`src/rtl/imm_encoder.sv`:
```
// ============================================================================
// imm_encoder
// Packs a 32-bit immediate into RV32I I/S/B/J/U fields. Also expands the
// li pseudo-instruction into ADDI, or into LUI followed by ADDI.
// Rev 1.0
// ============================================================================
`default_nettype none

module imm_encoder #(
    parameter int DW = 32
) (
    input  logic          clk,
    input  logic          rst_n,
    input  logic          in_valid,
    output logic          in_ready,
    input  logic [2:0]    in_sel,
    input  logic [DW-1:0] in_imm,
    input  logic [DW-1:0] in_base,
    input  logic [4:0]    in_rd,
    output logic          out_valid,
    input  logic          out_ready,
    output logic [DW-1:0] out_inst,
    output logic          out_last,
    output logic          out_err
);

    localparam logic [2:0] SEL_I  = 3'b000;
    localparam logic [2:0] SEL_S  = 3'b001;
    localparam logic [2:0] SEL_B  = 3'b010;
    localparam logic [2:0] SEL_J  = 3'b011;
    localparam logic [2:0] SEL_U  = 3'b100;
    localparam logic [2:0] SEL_LI = 3'b101;

    localparam logic [6:0] OP_IMM = 7'h13;
    localparam logic [6:0] OP_LUI = 7'h37;

    typedef enum logic [0:0] {
        IDLE = 1'b0,
        PEND = 1'b1
    } state_t;

    state_t        state;
    logic [DW-1:0] pend_inst;

    logic          accept;
    logic [DW-1:0] enc_inst;
    logic          enc_err;
    logic          enc_last;
    logic          enc_two;
    logic [DW-1:0] enc_addi2;
    logic          fits12;
    logic [11:0]   lo;
    logic [19:0]   hi;

    assign in_ready = (state == IDLE) && (!out_valid || out_ready);
    assign accept   = in_valid && in_ready;

    // The +0x800 rounding of hi only ever carries in from bit 11.
    assign lo     = in_imm[11:0];
    assign hi     = in_imm[31:12] + {19'd0, in_imm[11]};
    assign fits12 = (&in_imm[31:11]) | ~(|in_imm[31:11]);

    always_comb begin
        enc_inst  = in_base;
        enc_err   = 1'b0;
        enc_last  = 1'b1;
        enc_two   = 1'b0;
        enc_addi2 = {lo, in_rd, 3'b000, in_rd, OP_IMM};
        case (in_sel)
            SEL_I: begin
                enc_inst = {in_imm[11:0], in_base[19:0]};
                enc_err  = !fits12;
            end
            SEL_S: begin
                enc_inst = {in_imm[11:5], in_base[24:12], in_imm[4:0], in_base[6:0]};
                enc_err  = !fits12;
            end
            SEL_B: begin
                enc_inst = {in_imm[12], in_imm[10:5], in_base[24:12],
                            in_imm[4:1], in_imm[11], in_base[6:0]};
                enc_err  = !((&in_imm[31:12]) | ~(|in_imm[31:12])) || in_imm[0];
            end
            SEL_J: begin
                enc_inst = {in_imm[20], in_imm[10:1], in_imm[11],
                            in_imm[19:12], in_base[11:0]};
                enc_err  = !((&in_imm[31:20]) | ~(|in_imm[31:20])) || in_imm[0];
            end
            SEL_U: begin
                enc_inst = {in_imm[31:12], in_base[11:0]};
                enc_err  = |in_imm[11:0];
            end
            SEL_LI: begin
                if (fits12) begin
                    enc_inst = {lo, 5'd0, 3'b000, in_rd, OP_IMM};
                end else begin
                    enc_inst = {hi, in_rd, OP_LUI};
                    enc_two  = |lo;
                    enc_last = ~(|lo);
                end
            end
            default: begin
                enc_inst = in_base;
                enc_err  = 1'b1;
            end
        endcase
    end

    always_ff @(posedge clk or negedge rst_n) begin
        if (!rst_n) begin
            state     <= IDLE;
            out_valid <= 1'b0;
            out_inst  <= '0;
            out_last  <= 1'b0;
            out_err   <= 1'b0;
            pend_inst <= '0;
        end else if (accept) begin
            out_valid <= 1'b1;
            out_inst  <= enc_inst;
            out_last  <= enc_last;
            out_err   <= enc_err;
            if (enc_two) begin
                state     <= PEND;
                pend_inst <= enc_addi2;
            end
        end else if (state == PEND && out_valid && out_ready) begin
            out_valid <= 1'b1;
            out_inst  <= pend_inst;
            out_last  <= 1'b1;
            out_err   <= 1'b0;
            state     <= IDLE;
        end else if (out_valid && out_ready) begin
            out_valid <= 1'b0;
        end
    end

endmodule

`default_nettype wire

```
`config.mk`:
```
export PLATFORM = sky130hd
export DESIGN_NAME = imm_encoder
export DESIGN_NICKNAME = d
export VERILOG_FILES = /design/src/rtl/imm_encoder.sv
export SDC_FILE = /design/constraint.sdc
export NUM_CORES = 1
export LEC_CHECK = 0
export ABC_AREA = 1
export BUFFER_PORTS_ARGS = -buffer_cell sky130_fd_sc_hd__buf_4
export CAP_MARGIN = 15
export CORE_AREA = 3 3 91 93
export DETAILED_ROUTE_END_ITERATION = 6
export DIE_AREA = 0 0 94 96
export GPL_TIMING_DRIVEN = 0
export HOLD_SLACK_MARGIN = 0.12
export PLACE_DENSITY = 0.8
export SYNTH_ARGS = -nofsm -noshare
export SYNTH_HDL_FRONTEND = slang
export SYNTH_SLANG_ARGS = --single-unit
```
`constraint.sdc`:
```
create_clock -name clk -period 1.97 [get_ports clk]
set_input_delay 0.0985 -clock clk [delete_from_list [all_inputs] [get_ports clk]]
set_output_delay 0.0985 -clock clk [all_outputs]
set_load 0.05 [all_outputs]
```
Yosys cells after proc, flatten, opt, wreduce, memory -nomap -nowiden
Index checks and enable logic that the tools add are counted.
Widths: inputs -> output; s select.
{ "totals": {"regBits": 61, "out_inout_bits": 36} }
{ "op_classes": {"n_addsub": 1, "n_eq_ne": 6, "mux": 18, "bitwise_logic": 8, "n_reduce_logical": 25} }
{ "op_table": {"columns": ["op", "count"], "rows": [
  ["$pmux 32 s6", 1],
  ["$mux 32", 3],
  ["$reduce_or 12->1", 2],
  ["$reduce_and 21->1", 1],
  ["$reduce_or 21->1", 1],
  ["$add 20x1->20", 1],
  ["$reduce_and 20->1", 1],
  ["$reduce_or 20->1", 1],
  ["$mux 1", 13],
  ["$reduce_and 12->1", 1],
  ["$eq 3x2->1 const B", 2],
  ["$eq 3x3->1 const B", 2],
  ["$logic_and 1x1->1", 5],
  ["$not 1->1", 5],
  ["$pmux 1 s5", 1],
  ["$logic_not 1->1", 4],
  ["$reduce_and 2->1", 2],
  ["$eq 3x1->1 const B", 1],
  ["$logic_not 3->1", 1],
  ["$logic_or 1x1->1", 3],
  ["$or 1x1->1", 3],
  ["$reduce_bool 3->1", 1],
  ["$ne 2x1->1 const B", 1],
  ["$reduce_bool 2->1", 1],
  ["$reduce_or 2->1", 1]
]} }

Logic depth before layout (Yosys ltp)
Gate-level depths: netlist (run 1).
{ "logic_depth": {"ltp_word": 7, "ltp_mapped": 14, "depth_no_buf": 14} }

Least setup slack after synthesis (run 1)
No wires, ideal clock.
{ "synth_timing": {"path_kind": "reg-to-reg", "startpoint": "register out_valid", "endpoint": "register out_inst[6]", "setup_time_ns": 0.122, "arrival_ns": 2.416, "t_required_ns": 1.848, "path_slack_ns": -0.567, "stages_incl_launch_ff": 10, "path_buffers": 2, "period_less_slack_ns": 2.537, "cell_sequence": "dfrtp_1 -> inv_1 -> nor2_1 -> nor2_1 -> nand2_1 -> buf_4 -> nand2_2 -> inv_1 -> buf_2 -> a32o_1"} }
{ "synth_between": {"elab_chain_cells": 5} }
{ "synth_lines": {"columns": ["item", "line", "rtl"], "rows": [
  ["start: declaration", "20", "output logic out_valid,"],
  ["start signal: assignment", "111", "out_valid <= 1'b0;"],
  ["start signal: assignment", "117", "out_valid <= 1'b1;"],
  ["start signal: assignment", "126", "out_valid <= 1'b1;"],
  ["$logic_not 1->1 (*)", "55", "assign in_ready = (state == IDLE) && (!out_valid || out_ready);"],
  ["$logic_or 1x1->1 (*)", "55", null],
  ["$logic_and 1x1->1 (*)", "55", null],
  ["named net in_ready", "15", "output logic in_ready,"],
  ["$logic_and 1x1->1 (*)", "56", "assign accept = in_valid && in_ready;"],
  ["$mux 32 / $reduce_bool 2->1 (equally long branches)", null, null],
  ["end signal: assignment", "118", "out_inst <= enc_inst;"],
  ["end signal: assignment", "127", "out_inst <= pend_inst;"],
  ["end: declaration", "22", "output logic [DW-1:0] out_inst,"]
]} }
Mark *: on every way through the listed nets, which the timed path passes. The rest lies on a longest branch.
A chain may end at the register's enable or synchronous reset.

Final worst setup path (run 1)
{ "layout_timing": {"startpoint": "input port out_ready", "endpoint": "register out_inst[0]"} }
{ "layout_between": {"elab_chain_cells": 4} }
{ "layout_lines": {"columns": ["item", "line", "rtl"], "rows": [
  ["start: declaration", "21", "input logic out_ready,"],
  ["$logic_or 1x1->1", "55", null],
  ["$logic_and 1x1->1", "55", null],
  ["$logic_and 1x1->1", "56", null],
  ["$mux 32 / $reduce_bool 2->1 (equally long branches)", null, null]
]} }
Parallel ways exist; a longest one is shown, timed or not.

==> results of run 1 <==
## cells by family (layout without fill, tap and decap cells)
family                     after synthesis  after routing  synth area share
DFF                                     54             54             0.340
adders and majority gates                3              3           0.00945
buffers and inverters                   94            229             0.107
AOI/OAI and AO/OA                      110            110             0.169
xor gates and xnor gates                11             11            0.0242
and+or+nand+nor                        318            318             0.350
## power breakdown
group	total (mW)	internal [mW]	switching (mW)
combinational	3.57	1.13	2.43
clock	0.603	0.245	0.358
sequential	1.98	1.66	0.321
total	6.15	3.03	3.11
## final cells by class
cell class	count	area share
multi-input combinational	442	0.423
clock inverter	1	0.00144
sequential	54	0.260
clock buffer	6	0.0139
timing repair buffer	128	0.195
tap	102	0.0245
inverter	71	0.0516
buffer	23	0.0307
## timing repair
item | 4_1_cts | 5_1_grt
resized for setup | 0 | 2
buffers inserted | 0 | 0
setup endpoints to repair | 0 | 8
endpoints found under the hold margin | 76 | 0
hold buffers | 23 | 0
## how the worst min path moves through the flow
stage	startpoint	end	slack (ns)	depth (start not counted)
floorplan	rst_n	out_err$_DFFE_PN0P_	-0.20	0
global placement	rst_n	out_valid$_DFFE_PN0P_	0.17	1
detailed placement	rst_n	out_inst[1]$_DFFE_PN0P_	0.18	1
CTS	in_base[13]	out_inst[13]$_DFFE_PN0P_	0.12	5
global route	in_imm[9]	pend_inst[29]$_DFFE_PN0P_	0.13	3
finish	in_base[13]	out_inst[13]$_DFFE_PN0P_	0.11	5
## registers in the layout (all words and copies together), names as in the netlist
name	flops
out_valid	1
out_last	1
out_err	1
pend_inst	18
out_inst	32
state	1
## critical path, delay by kind of cell
kind,cells,cell delay [ns]
AO/OA/AOI/OAI,1,0.08
buffers and inverters,5,1.27
AND/OR/NAND/NOR,5,0.60
## Yosys cell counts (2+ instances only)
cell type / n
a21oi_1: 26
a221oi_1: 4
a22o_1: 2
a22oi_1: 6
a32o_1: 2
buf_2: 9
buf_4: 5
buf_6: 4
clkbuf_1: 3
dfrtp_1: 54
ha_1: 3
inv_1: 68
inv_2: 2
nand2_1: 171
nand2_2: 4
nand2_4: 2
nand3_1: 30
nand3_2: 2
nand3_4: 2
nand4_1: 6
nor2_1: 75
nor2_2: 4
nor2_4: 3
nor3_1: 5
nor4_1: 4
o21ai_0: 30
o21ai_1: 16
o221ai_1: 11
o22ai_1: 7
or2_2: 7
xnor2_1: 2
xor2_1: 9
## stage by stage
step	area (um2)	worst slack [ns]	hold slack, ns	util
after floorplan	3980	0.000162	-0.197	-
after global placement	4900	0.107	0.172	0.644
after detailed placement	4900	0.0806	0.179	0.644
after CTS	5210	0.106	0.122	0.685
after global routing	5210	0.0478	0.132	0.685
final	5210	0.140	0.115	0.685
## routing by layer
layer	share of wire	wire [um]	GRT usage
met1	0.42	5620	0.402
met2	0.46	6120	0.489
met3	0.078	1030	0.0274
met4	0.036	474	0.113
met5	0	0	0
==> metrics.md, run 1 <==
| Metric | Value |
|---|---|
| Leakage | 2.66 nW |
| Critical path class | in -> reg |
| Via density | between 5 and 6 |
| Synthesis-to-finish area growth | 31.1% |
| GRT Total Usage | 0.296 |
| Max_slew headroom | 0.548 |
| # Max-Cap Violations | 0 |
| Final Max Tran Viols | 0 |
| Root buf cell | clkbuf_8 |
| Asr flop ratio synth | 1.00 |
| Worst setup SP type | input pin |
| Latest clock arrival within the worst-skew pair | approximately 0.31 ns |
| Initial DRC Count | 348 |
| Reg area | between 0.001 and 0.0015 mm2 |
| VDD IR max | roughly 0.54 mV |
| Final net count | between 800 and 900 |
| Total grt overflow | 0 |
| Sequential share of the synthesized area | 0.340 |
| Antenna violations before repair | 0 |
| DP Wirelength | roughly 10000 um |
| Cell Pwr Density | around 1200 mW/mm2 |
| Chip height | around 96 um |
| FP Rows | 32 |
| Synth Register Bits | 54 |
| Synth warn | 0 |
| Multi-input logic area | approximately 0.0022 mm2 |
| Die W | 94 um |
| RSZ-0062 raised after global routing | false |
| Fillers | between 600 and 700 |
| Largest net degree at the start of global routing | 55 |
| Slowest library cell on the worst path | dlygate4sd3_1 |
| CTS clk-pin slew, worst paths | ~0.090 ns |
| Cells after synthesis | between 500 and 600 |
| Mapped Area | 0.00397 mm2 |
| Fin crit period | around 1.8 ns |
| Die ar. | between 0.009 and 0.01 mm2 |
| Synth Flop Type | dfrtp_1 |
| Crit-path max FO | 10 |
| Final Power | 6.15 mW |
| Avg WL per Cell | 16.0 um |
| Outcome | finished clean |
| Setup-failing EPs final | 0 |
| DR pass1 iterations | 5 |
| Cell Chain, Critical Path | dlygate4sd3_1 -> buf_4 -> nor2_1 -> nor2_4 -> nand2_1 -> buf_4 -> nand2_2 -> inv_2 -> clkbuf_4 -> nand2_1 -> o21ai_0 |
| Synthesized area per cell | approximately 6.7 um2 |
| Antenna viol nets, final | 0 |
| Most common cell after layout, fill and taps aside | nand2_1 |
| Crit share post-route | 0.929 |
| Vias | about 4500 |
| Critical R2R Launch | out_valid$_DFFE_PN0P_ |
| Post-synth EDFFs | 0 |
| Fin. Hold Viols | 0 |
| Vias in the first global route | around 4200 |
| Fin cells | 827 |
| H-tree depth | 2 |
| TNS Setup | 0 ns |
| Max stage delay on crit path | ~0.54 ns |
| TritonCTS clock tree | built |
| Yosys top cell area share | 0.340 |
| First-pass GRT wire length | approximately 21000 um |
| Antenna diodes | 0 |
| Critical path data required time | between 2 and 2.5 ns |
| Mapped Nets | 669 |
| CP Capture Point | out_inst[0]$_DFFE_PN0P_ |
| Commonest non-fill, non-tap cells in the layout | 171 x nand2_1, 110 x buf_4, 74 x nor2_1, 67 x inv_1, 53 x dfrtp_1 |
| Sink Count | between 50 and 60 |
| Placed cell count | between 700 and 800 |
| Top-Level Pins | around 110 |
| Final Skew | ~0.0027 ns |
| Layout cell share with drive strength beyond 1 | 0.228 |
| Top cells by area, synth | dfrtp_1 34%, nand2_1 16%, nor2_1 7.1%, inv_1 6.4%, nand3_1 3.8% |
| Post-route DRC | 0 |
| R2R setup slack | ~0.20 ns |
| Maximum clock rate | roughly 0.55 GHz |
| Capture point of the worst reg-to-reg path | out_inst[6]$_DFFE_PN0P_ |
| Slew of the pin with the lowest slew margin | 0.678 ns |
| Hold Crit Class | in -> reg |
| I/O Buffers | roughly 110 |
| RD Place Congestion | ~0.97 |
| Wirelength, routed | around 13000 um |
| CTS Buffer Depth | 2 |
| Critical Path End Type | flip-flop |
| CTS buffer count | 5 |
| Reg2Reg Depth | 9 |
| Area leader, netlist | dfrtp_1 |
| Initial Util | 0.522 |
| Crit path DAT | 2.06 ns |
| Distinct cells, synth | 44 |
| Setup crit start | out_ready |
| Core ar. | around 0.0076 mm2 |
Power figures use the tool's default switching activity.
==> run 2: changes to the inputs <==
--- a/config.mk
+++ b/config.mk
@@ -7,13 +7,12 @@
 export LEC_CHECK = 0
 export ABC_AREA = 1
 export BUFFER_PORTS_ARGS = -buffer_cell sky130_fd_sc_hd__buf_4
-export CAP_MARGIN = 15
-export CORE_AREA = 3 3 91 93
+export CORE_AREA = 3 3 88 90
 export DETAILED_ROUTE_END_ITERATION = 6
-export DIE_AREA = 0 0 94 96
+export DIE_AREA = 0 0 91 93
 export GPL_TIMING_DRIVEN = 0
 export HOLD_SLACK_MARGIN = 0.12
-export PLACE_DENSITY = 0.8
+export PLACE_DENSITY = 0.84
 export SYNTH_ARGS = -nofsm -noshare
 export SYNTH_HDL_FRONTEND = slang
 export SYNTH_SLANG_ARGS = --single-unit
==> constraint.sdc (replaced) <==
create_clock -name clk -period 2.2 [get_ports clk]
set_input_delay 0.11 -clock clk [delete_from_list [all_inputs] [get_ports clk]]
set_output_delay 0.11 -clock clk [all_outputs]
set_load 0.05 [all_outputs]
==> run 2 against run 1 <==
Effect of this change:
- via count is 1.4% higher
- worst hold slack better by 0.0089 ns
- core utilization is 4.7 points higher
- die area fell by 6.2%
- combinational power fell by 10%
- clock-buffer cell count did not move
- total power is 5.6% lower
- register-to-register slack improved by 0.17 ns
- sequential power shrank 10%
- non-clock buffer count fell by 4
- sequential share of layout area down 0.098 points
- critical path type unchanged
- critical endpoint is now out_inst[4]$_DFFE_PN0P_
- largest cell class unchanged
- largest power group unchanged
==> metrics.md, run 2 (synthesized netlist as in run 1, its figures left out) <==
| Metric | Value |
|---|---|
| DRT met1 WL | about 5400 um |
| Outcome | finished clean |
| Hold Crit Class | in -> reg |
| CTS buffer count | 5 |
| Critical path data required time | 2.42 ns |
| Final worst slack | 0.309 ns |
| CTS clk-pin slew, worst paths | around 0.10 ns |
| Final net count | 800 |
| TNS Setup | 0 ns |
| Synthesis-to-finish area growth | 31.5% |
| Post-route DRC | 0 |
| Initial Util | 0.557 |
| FP Rows | 31 |
| Final Max Tran Viols | 0 |
| Top layer reached by signal wires | met4 |
| Via density | between 5 and 6 |
| Leakage | between 2 and 3 nW |
| Hold path start | in_imm[3] |
| R2R setup slack | between 0.3 and 0.4 ns |
| Maximum clock rate | between 0.5 and 0.6 GHz |
| Commonest non-fill, non-tap cells in the layout | 171 x nand2_1, 110 x buf_4, 74 x nor2_1, 68 x inv_1, 54 x dfrtp_1 |
| Latest clock arrival within the worst-skew pair | approximately 0.31 ns |
| Initial DRC Count | between 400 and 500 |
| Capture point of the worst reg-to-reg path | out_inst[4]$_DFFE_PN0P_ |
| Crit path DAT | 2.11 ns |
| Internal power | around 3 mW |
| Setup-failing EPs final | 0 |
| Sink Count | between 50 and 60 |
| Root buf cell | clkbuf_8 |
| DP Wirelength | roughly 10000 um |
| Sw Pwr | between 2 and 3 mW |
| Critical R2R Launch | out_valid$_DFFE_PN0P_ |
| Largest net degree at the start of global routing | 55 |
| VDD IR max | about 0.50 mV |
| Cell Pwr Density | between 1000 and 1500 mW/mm2 |
| Net Sw Frac | 0.487 |
| RSZ-0062 raised after global routing | false |
| Chip height | around 93 um |
| Biggest register | out_inst |
| Avg WL per Cell | ~16 um |
| Post-Place Worst Slack | 0.339 ns |
| Reg2Reg Depth | 10 |
| Worst Hold End | pend_inst[23]$_DFFE_PN0P_ |
| Layout cell share with drive strength beyond 1 | 0.229 |
| Vias | approximately 4600 |
| Final Power | roughly 5.8 mW |
| RD Place Congestion | approximately 0.95 |
| Crit-path max FO | 10 |
| DR pass1 iterations | 5 |
| GRT Total Usage | 0.320 |
| Top Registers | out_inst: 32 flops, pend_inst: 18 flops |
| Hold Path Cell Cnt | 3 |
| # Max-Cap Violations | 0 |
| First-pass GRT wire length | ~22000 um |
| Met3 WL | between 1000 and 1500 um |
| Max_slew headroom | 0.556 |
| I/O Buffers | 105 |
| Slew of the pin with the lowest slew margin | 0.666 ns |
| Crit share post-route | 0.860 |
| Reg power frac | 0.307 |
| Top-Level Pins | roughly 110 |
| CTS Buffer Depth | 2 |
| Worst setup SP type | input pin |
| Critical path class | in -> reg |
| Final Skew | 0.00262 ns |
| Core ar. | 0.00714 mm2 |
| Gate power share | 0.553 |
| Fin crit period | 1.89 ns |
| Die ar. | between 0.008 and 0.009 mm2 |
| Max FFs per register | 32 |
| Wirelength, routed | 13500 um |
| Most common cell after layout, fill and taps aside | nand2_1 |
| Total grt overflow | 0 |
| Antenna violations before repair | 0 |
| Vias in the first global route | 4457 |
| Antenna viol nets, final | 0 |
| Clock power frac | 0.140 |
| Antenna diodes | 0 |
| H-tree depth | 2 |
| Fin. Hold Viols | 0 |
| Wire length on met2 | between 6000 and 7000 um |
| Critical Path End Type | flip-flop |
| Die W | around 91 um |
| TritonCTS clock tree | built |
## run 2: worst max path at each step
| stage | startpoint | end | slack, ns | cells after the start |
|---|---|---|---|---|
| after global placement | in_imm[11] | out_inst[24]$_DFFE_PN0P_ | 0.37 | 14 |
| after detailed placement | in_imm[11] | state$_DFFE_PN0P_ | 0.34 | 11 |
| final | out_ready | out_inst[4]$_DFFE_PN0P_ | 0.31 | 11 |
| after floorplan | out_valid$_DFFE_PN0P_ | out_inst[6]$_DFFE_PN0P_ | 0.16 | 9 |
| after CTS | out_ready | out_inst[4]$_DFFE_PN0P_ | 0.32 | 11 |
| after global routing | out_ready | out_inst[4]$_DFFE_PN0P_ | 0.22 | 11 |
## run 2: repair_timing
item | 4_1_cts | 5_1_grt
resized for setup | 0 | 0
setup buffers | 0 | 0
endpoints found under the hold margin | 72 | 0
hold buffers | 19 | 0
## run 2: metrics by stage
step                      hold slack, ns  cell area (um2)  instances  utilization
final                              0.124             5230        821        0.732
after global routing               0.129             5230        821        0.732
after CTS                          0.123             5230        821        0.732
after detailed placement           0.188             4890        794        0.686
after global placement             0.182             4890        794        0.686
after floorplan                   -0.186             3980        590            -
## run 2: power by group through the flow
stage	sequential, mW	clock (mW)	combinational [mW]
floorplan	2.85	0	1.02
global placement	1.76	0	3.07
detailed placement	1.79	0	3.13
CTS	1.77	0.808	3.18
global route	1.83	0.853	3.40
finish	1.78	0.812	3.21
## run 2: layout make-up
type                    instances  area, um2
repair buffers                124        978
multi-input cells             442       2200
plain buffers                  23        158
clock inverters                 2       60.1
fillers                       612       1910
flip-flops and latches         54       1350
clock buffers                   6       82.6
well taps                      99        124
inverters                      71        269
## run 2: critical path, cell delays in order
cell and delay (ns):
dlygate4sd3_1 0.54, buf_4 0.14, nor2_1 0.17, nor2_4 0.05
nand2_1 0.18, buf_4 0.23, nand2_2 0.10, inv_1 0.17
buf_2 0.25, nand2_1 0.08, o21ai_0 0.09
## run 2: per-layer routing
| metal | vias to the layer above | global-route usage |
|---|---|---|
| met5 | - | 0 |
| met4 | 0 | 0.136 |
| met3 | 42 | 0.0394 |
| met2 | 260 | 0.540 |
| met1 | 2125 | 0.418 |
| li1 | 2179 | - |
==> run 3: changes to the inputs <==
--- a/config.mk
+++ b/config.mk
@@ -7,12 +7,14 @@
 export LEC_CHECK = 0
 export ABC_AREA = 1
 export BUFFER_PORTS_ARGS = -buffer_cell sky130_fd_sc_hd__buf_4
-export CORE_AREA = 3 3 88 90
+export CELL_PAD_IN_SITES_DETAIL_PLACEMENT = 1
+export CELL_PAD_IN_SITES_GLOBAL_PLACEMENT = 1
+export CORE_AREA = 3 3 104 106
 export DETAILED_ROUTE_END_ITERATION = 6
-export DIE_AREA = 0 0 91 93
+export DIE_AREA = 0 0 107 109
 export GPL_TIMING_DRIVEN = 0
 export HOLD_SLACK_MARGIN = 0.12
-export PLACE_DENSITY = 0.84
+export PLACE_DENSITY_LB_ADDON = 0.1
 export SYNTH_ARGS = -nofsm -noshare
 export SYNTH_HDL_FRONTEND = slang
 export SYNTH_SLANG_ARGS = --single-unit
==> run 3 against run 2 <==
Effect of this change:
- wire length is 14% higher
- clock power is 26% lower
- total power is 3.6% lower
- die area is 38% higher
- maximum frequency is 0.18% higher
- sequential power hardly changed
- sequential cell count stayed put
- worst hold slack better by 0.0097 ns
- final cell count is 4.8% higher
- first-iteration DRC count is 55% lower
- largest cell class unchanged
==> metrics.md, run 3 (synthesized netlist as in run 1, its figures left out) <==
| Metric | Value |
|---|---|
| Outcome | finished clean |
| Top-Level Pins | roughly 110 |
| Post-Place Worst Slack | approximately 0.30 ns |
| Chip height | 109 um |
| Net Sw Frac | 0.512 |
| Sink Count | between 50 and 60 |
| Critical Path End Type | flip-flop |
| RSZ-0062 raised after global routing | false |
| CTS buffer count | 5 |
| Wirelength, routed | between 15000 and 20000 um |
| FP Rows | 36 |
| Final Max Tran Viols | 0 |
| CTS clk-pin slew, worst paths | ~0.1 ns |
| Die W | around 110 um |
| Synthesis-to-finish area growth | 32.7% |
| Avg WL per Cell | around 18 um |
| Maximum clock rate | roughly 0.53 GHz |
| Leakage | ~2.7 nW |
| Sw Pwr | around 2.9 mW |
| Die ar. | between 0.01 and 0.015 mm2 |
| Gate power share | 0.575 |
| VDD IR max | approximately 0.71 mV |
| Clock power frac | 0.108 |
| Initial Util | 0.403 |
| Latest clock arrival within the worst-skew pair | around 0.32 ns |
| Commonest non-fill, non-tap cells in the layout | 171 x nand2_1, 110 x buf_4, 74 x nor2_1, 68 x inv_1, 54 x dfrtp_1 |
| DR pass1 iterations | 4 |
| Antenna violations before repair | 0 |
| DP Wirelength | roughly 12000 um |
| Vias in the first global route | around 4800 |
| Total grt overflow | 0 |
| Post-route DRC | 0 |
| Reg power frac | 0.317 |
| PostCTS Resize Cnt | 0 |
| RD Place Congestion | 0.936 |
| Slew of the pin with the lowest slew margin | approximately 0.70 ns |
| Crit share post-route | 0.858 |
| Layout cell share with drive strength beyond 1 | 0.227 |
| Fin crit period | between 1.5 and 2 ns |
| Most common cell after layout, fill and taps aside | nand2_1 |
| Critical path data required time | ~2.4 ns |
| Core ar. | 0.00986 mm2 |
| TNS Setup | 0 ns |
| GRT Total Usage | 0.266 |
| CTS Buffer Depth | 2 |
| H-tree depth | 2 |
| Cell Pwr Density | between 1000 and 1500 mW/mm2 |
| Final net count | around 810 |
| TritonCTS clock tree | built |
| Initial DRC Count | 180 |
| Worst setup SP type | input pin |
| Max_slew headroom | 0.533 |
| # Max-Cap Violations | 0 |
| Top Registers | out_inst: 32 flops, pend_inst: 18 flops |
| Final Skew | approximately 0.018 ns |
| Hold Crit Class | in -> reg |
| Vias | ~4500 |
| Critical path class | in -> reg |
| Crit path DAT | ~2.1 ns |
| Max FFs per register | 32 |
| Final worst slack | between 0.3 and 0.4 ns |
| R2R setup slack | around 0.35 ns |
| Antenna viol nets, final | 0 |
| Setup-failing EPs final | 0 |
| First-pass GRT wire length | between 20000 and 25000 um |
| Largest net degree at the start of global routing | 55 |
| Biggest register | out_inst |
| Via density | between 5 and 6 |
| Fin. Hold Viols | 0 |
| Root buf cell | clkbuf_8 |
| Internal power | approximately 2.7 mW |
| Crit-path max FO | 10 |
| Antenna diodes | 0 |
| I/O Buffers | roughly 110 |
[run 3: cell count changes in the layout (fill, tap and decap cells not counted), sizes merged]
cell / before / now
dlygate4sd3: 19 / 24
bufinv: 2 / 0
clkinv: 0 / 2
clkbuf: 11 / 10
inv: 71 / 72
[run 3: what timing repair did]
action	in CTS	in global routing
setup buffers	0	0
endpoints found under the hold margin	77	0
hold buffers	24	0
[run 3: final cells by class]
| cell class | instances | area, um2 |
|---|---|---|
| well taps | 133 | 166 |
| multi-input cells | 442 | 2200 |
| plain buffers | 23 | 158 |
| flip-flops and latches | 54 | 1350 |
| repair buffers | 129 | 1030 |
| clock inverters | 3 | 28.8 |
| inverters | 71 | 269 |
| clock buffers | 5 | 68.8 |
| fillers | 1310 | 4590 |
[run 3: worst max-delay path, stage by stage]
cell	delay, ns
dlygate4sd3_1	0.54
buf_4	0.14
nor2_1	0.18
nor2_4	0.04
nand2_1	0.15
buf_4	0.23
nand2_2	0.12
inv_1	0.17
buf_2	0.25
o21ai_0	0.13
[run 3: final timing paths]
| kind | start | end | depth (start not counted) |
|---|---|---|---|
| setup / recovery | out_ready | out_valid$_DFFE_PN0P_ | 10 |
| hold / removal | in_base[13] | out_inst[13]$_DFFE_PN0P_ | 5 |
| setup reg to reg | out_valid$_DFFE_PN0P_ | out_valid$_DFFE_PN0P_ | 9 |
| hold reg to reg | pend_inst[4]$_DFFE_PN0P_ | pend_inst[4]$_DFFE_PN0P_ | 2 |
| max in group asynchronous | rst_n | pend_inst[21]$_DFFE_PN0P_ | 2 |
| min in group asynchronous | rst_n | out_inst[5]$_DFFE_PN0P_ | 2 |
[run 3: power groups by stage]
stage	Sequential (mW)	Clock, mW	Combinational (mW)
6_report	1.77	0.603	3.21
5_1_grt	1.83	0.671	3.45
4_1_cts	1.76	0.615	3.21
3_5_place_dp	1.78	0	3.17
3_3_place_gp	1.76	0	3.11
2_1_floorplan	2.85	0	1.02
[run 3: metrics by stage]
stage	util	hold slack [ns]	total power, mW	instances	instance area [um2]
after floorplan	-	-0.186	3.87	590	3980
after global placement	0.500	0.188	4.87	828	4940
after detailed placement	0.500	0.194	4.95	828	4940
after CTS	0.535	0.127	5.59	860	5270
after global routing	0.535	0.150	5.95	860	5270
final	0.535	0.133	5.59	860	5270
[run 3: routing by layer]
metal	up-vias	routed length, um	track usage	part of all wire
met4	0	316	0.0776	0.021
met1	2183	6500	0.320	0.42
met2	117	7830	0.487	0.51
met5	-	0	0	0
met3	21	677	0.0456	0.044
li1	2198	-	-	-
